--- config.mk ---
export PLATFORM = sky130hd
export DESIGN_NAME = regfile_mp
export DESIGN_NICKNAME = d
export VERILOG_FILES = /design/src/rtl/regfile_mp.sv
export SDC_FILE = /design/constraint.sdc
export NUM_CORES = 2
export LEC_CHECK = 0
export BUFFER_PORTS_ARGS = -buffer_cell sky130_fd_sc_hd__buf_2
export CAP_MARGIN = 20
export CORE_ASPECT_RATIO = 1.25
export CORE_MARGIN = 1.5
export CORE_UTILIZATION = 35
export DETAILED_ROUTE_END_ITERATION = 10
export PLACE_DENSITY_LB_ADDON = 0.1
export SLEW_MARGIN = 20
export SYNTH_ARGS = -nofsm -noshare
export SYNTH_HDL_FRONTEND = slang
export SYNTH_SLANG_ARGS = --single-unit
--- constraint.sdc ---
create_clock -name clk -period 7 [get_ports clk]
set_input_delay 0.7 -clock clk [delete_from_list [all_inputs] [get_ports clk]]
set_output_delay 0.7 -clock clk [all_outputs]
set_load 0.02 [all_outputs]
--- src/rtl/regfile_mp.sv ---
// Multi-port integer register file with a built-in clear sequencer; x0 reads as zero.
// Optional same-cycle write-to-read forwarding is enabled by defining WRITE_BYPASS_EN.
module regfile_mp #(
  parameter int XLEN   = 32,
  parameter int NREGS  = 32,
  parameter int NREAD  = 2,
  parameter int NWRITE = 2,
  localparam int AW    = $clog2(NREGS)
) (
  input  logic                    clk,
  input  logic                    rst_n,
  input  logic                    clr_req,
  output logic                    ready,
  input  logic [NREAD*AW-1:0]     ra,
  output logic [NREAD*XLEN-1:0]   rd,
  input  logic [NWRITE-1:0]       we,
  input  logic [NWRITE*AW-1:0]    wa,
  input  logic [NWRITE*XLEN-1:0]  wd
);

  typedef enum logic {CLEAR = 1'b0, READY = 1'b1} state_t;

  state_t          state, state_n;
  logic [AW-1:0]   cnt, cnt_n;
  logic            clearing;
  logic            wr_ok;
  logic [XLEN-1:0] mem [NREGS];

  logic [AW-1:0]   ra_v [NREAD];
  logic [AW-1:0]   wa_v [NWRITE];
  logic [XLEN-1:0] wd_v [NWRITE];

  for (genvar i = 0; i < NREAD; i++) begin : g_ra
    assign ra_v[i] = ra[i*AW +: AW];
  end
  for (genvar j = 0; j < NWRITE; j++) begin : g_wr
    assign wa_v[j] = wa[j*AW +: AW];
    assign wd_v[j] = wd[j*XLEN +: XLEN];
  end

  // ready is a level, not a handshake: writes are accepted only on edges where
  // ready=1 and clr_req=0; the pipeline must hold issue while ready=0.
  assign ready = (state == READY);

  always_ff @(posedge clk) begin
    if (!rst_n) begin
      state <= CLEAR;
      cnt   <= AW'(1);
    end else begin
      state <= state_n;
      cnt   <= cnt_n;
    end
  end

  always_comb begin
    state_n  = state;
    cnt_n    = cnt;
    clearing = 1'b0;
    wr_ok    = 1'b0;
    case (state)
      CLEAR: begin
        clearing = 1'b1;
        cnt_n    = cnt + AW'(1);
        if (cnt == AW'(NREGS - 1)) state_n = READY;
      end
      READY: begin
        if (clr_req) begin
          state_n = CLEAR;
          cnt_n   = AW'(1);
        end else begin
          wr_ok = 1'b1;
        end
      end
      default: state_n = CLEAR;
    endcase
  end

  // Later loop iterations override earlier ones, so the highest-index port wins.
  always_ff @(posedge clk) begin
    if (rst_n) begin
      if (clearing) begin
        mem[cnt] <= '0;
      end else if (wr_ok) begin
        for (int j = 0; j < NWRITE; j++) begin
          if (we[j] && (wa_v[j] != '0)) mem[wa_v[j]] <= wd_v[j];
        end
      end
    end
  end

  always_comb begin
    rd = '0;
    for (int i = 0; i < NREAD; i++) begin
      if (ready && (ra_v[i] != '0)) begin
        rd[i*XLEN +: XLEN] = mem[ra_v[i]];
`ifdef WRITE_BYPASS_EN
        for (int j = 0; j < NWRITE; j++) begin
          if (wr_ok && we[j] && (wa_v[j] == ra_v[i])) rd[i*XLEN +: XLEN] = wd_v[j];
        end
`else
`endif
      end
    end
  end

endmodule
==> results.py <==
metrics = {
    "placement": {
        "place_area_um2": 62700,
        "hpwlAfterDp_mm": 160,
        "io_buffers": 153,
        "gp_congestion": 0.841,
    },
    "clock_tree": {
        "clk_pin_slew_ns": 0.07,
        "ctsHtreeMaxLevel": 3,
        "clk_latency_ns": 0.76,
        "post_cts_buffers": 0,
        "cts_inserted_buffers": 113,
        "clockBufferDepth": 3,
        "ctsResizeCount": 0,
        "cts_sinks": 1030,
        "hold_buffers": 0,
        "cts-root-buf": "clkbuf_16",
        "tritoncts": "done",
    },
    "power_and_ir_drop": {
        "power.density_nw_per_um2": 208,
        "power_leakage_nw": 20.7,
        "irDropWorstVdd_uv": 194,
    },
    "setup_path": {
        "start_kind": "flip-flop",
        "rrSetupSlack_ns": 2.56,
        "reg2reg_from": "ready",
        "critPathKind": "reg -> out",
        "rr_worst_depth": 6,
        "crit_fanout": 19,
        "required_ns": 6.30,
        "r2r_end": "mem[1][9]",
        "endpoint_kind": "output port",
        "worstPathArrival_ns": 4.45,
    },
    "synth": {
        "synthesis.nets": 5207,
        "syn_inst": 5116,
        "synth_edf_count": 1024,
        "synth_warnings": 0,
        "syn_area_per_cell_um2": 11.7,
        "yosysTopAreaCellShare_pct": 51.2,
        "ys.flop_type": "edfxtp_1",
        "ys_async_sr_fraction_pct": 0,
        "synth.distinct_cells": 60,
        "synth_seq_cells": 1030,
        "netlist_top_cells_area": "edfxtp_1, mux4_2, o21ai_0",
        "netlist_area_um2": 60000,
        "yosysTopAreaCell": "edfxtp_1",
        "seq_area_frac_synth_pct": 51.4,
    },
    "global_routing": {
        "grt_usage_pct": 30.6,
        "grt-ovfl-total": 0,
        "antenna_found_initial": 27,
        "grt_pass1_vias": 43681,
        "grt_first_pass_wirelength_mm": 368,
        "grt_start_max_net_pins": 71,
    },
    "floorplan": {
        "pin_count": 154,
        "start_util_pct": 35.3,
        "rows": 169,
        "die_h_um": 466,
        "die-area_um2": 174000,
        "core_um2": 170000,
        "die_w_um": 373,
    },
    "timing": {
        "fin_crit_sh_pct": 73.6,
        "fin_tns_setup_ns": 0,
        "finalCriticalPeriod_ns": 5.15,
        "worstMarginPinSlew_ns": 1.25,
        "clock.fmax_ghz": 0.194,
        "slew_headroom_pct": 16.5,
        "fin_hold_ws_ns": 0.247,
        "finalHoldViolCount": 0,
        "skew_ns": 0.0221,
        "rsz0062_at_grt": "no",
        "setup_viol": 0,
        "slew_viol_final": 0,
    },
    "drt": {
        "drt_iter0_markers": 6107,
        "first_pass_iters": 6,
        "ant_nets": 0,
        "vias": 45420,
        "drc_errors": 0,
        "wirelength_mm": 272,
        "viasPerCell": 6.26,
        "wire_per_inst_um": 37.4,
    },
    "worst_hold_path": {
        "min_to": "cnt[0]",
        "hold_depth": 2,
        "holdCritStartpoint": "rst_n",
        "hold_class": "in -> reg",
    },
    "final_layout": {
        "design_area_um2": 66400,
        "ff_latch_area_um2": 30900,
        "drive_gt1_share_pct": 24.5,
        "multiInputGateArea_um2": 27000,
        "areaGrowthSynthToFinish_pct": 10.7,
        "num-nets-final": 5018,
        "final_core_util_pct": 39.1,
        "fillerInstances": 16328,
    },
    "outcome": {
        "outcome": "finished clean",
    },
    "job": {
        "drv_cap": 0,
    },
}
## critical path, cell delays in order, from the launching register on
cell     delay, ns
dfxtp_1       0.76
nor3b_4       0.96
and2_2        1.10
nand2_1       0.13
nand4_1       0.44
buf_2         0.27
## report_power, final
group | leakage (nW) | total (mW) | internal (mW) | switching [mW]
logic | 10.8 | 0.909 | 0.288 | 0.621
registers | 8.14 | 6.77 | 6.75 | 0.0277
clock network | 1.77 | 6.12 | 3.39 | 2.73
## per-layer routing
layer  global-route usage, %  wire length, um  part of all wire [%]
met1                    39.8           108000                    40
met2                    50.1           128000                    47
met3                    4.96            22900                   8.4
met4                    13.9            13200                   4.9
met5                       0               46                 0.017
## layout by cell type (no fill, tap or decap), types with 6 or more instances in the layout
cell       synthesis  routed
edfxtp_1        1024    1024
nand2_1          873     870
o21ai_0          841     834
mux2_2           332     332
mux2i_1          261     261
mux4_2           252     252
a22oi_1          163     163
buf_2            188     147
buf_4             12     136
clkbuf_16          0     115
nand3_1           98      98
mux2_4            87      87
o22ai_1           69      68
nor2b_1           72      67
nand4_1           65      65
a211oi_1          65      65
inv_1             37      37
o31a_1            34      34
a22o_1            32      32
a31oi_1           31      31
or3_1             38      31
clkinv_1           0      27
nor3_2             1      25
clkbuf_1         360      25
o21bai_4           0      24
clkinv_2           0      22
bufinv_16          0      10
diode_2            0       9
o21ai_4            0       7
buf_8              8       7
nor2_1            13       6
and2_1            10       6
dfxtp_1            6       6
## through the flow
step                power (mW)  cells  setup slack, ns
finish                    13.8   7255             1.85
global route              14.1   7250             1.89
CTS                       13.8   7244             1.89
detailed placement        7.80   7033             2.19
global placement          7.79   7029             2.16
floorplan                 7.44   5116             2.35
## synthesized netlist by cell type (all sizes together), types with 4 or more instances
library cell	count
or3	39
or3b	4
inv	37
and2	10
a31oi	31
edfxtp	1024
nand3	98
nand4b	5
nand2	873
o21bai	24
nor2	13
and4b	5
nor2b	72
mux2	419
clkbuf	360
mux2i	261
buf	241
dfxtp	6
o22ai	69
a22o	32
nand4	65
o31a	34
nor3	30
o21ai	842
mux4	252
a211oi	65
nand2b	7
a22oi	163
## area by class of cell
type	instances	area share, %
inverter	37	0.209
timing repair buffer	297	3.02
sequential	1030	46.5
clock buffer	142	4.52
tap	2223	4.19
multi-input combinational	3448	40.6
clock inverter	69	0.942
antenna	9	0.0339
## state kept, by name, indices dropped and copies added, names as in the netlist
name and flops:
cnt 5, ready 1, mem 1024
## worst max path at each step
stage,startpoint,to,cells after the start
4_1_cts,ready,rd[0],7
6_report,ready,rd[19],5
2_1_floorplan,rst_n,mem[1][0],6
3_3_place_gp,ra[1],rd[1],7
3_5_place_dp,ra[1],rd[1],7
5_1_grt,ready,rd[19],5
## cells by family after synthesis
kind of cell | after synthesis | synth area share, %
compound gates | 1271 | 12.3
xor+xnor | 1 | 0.0146
fa+ha+maj | 2 | 0.0417
buf+inv | 638 | 4.73
flops | 1030 | 51.4
mux | 932 | 22.2
simple gates | 1242 | 9.21
Power figures use the tool's default switching activity.
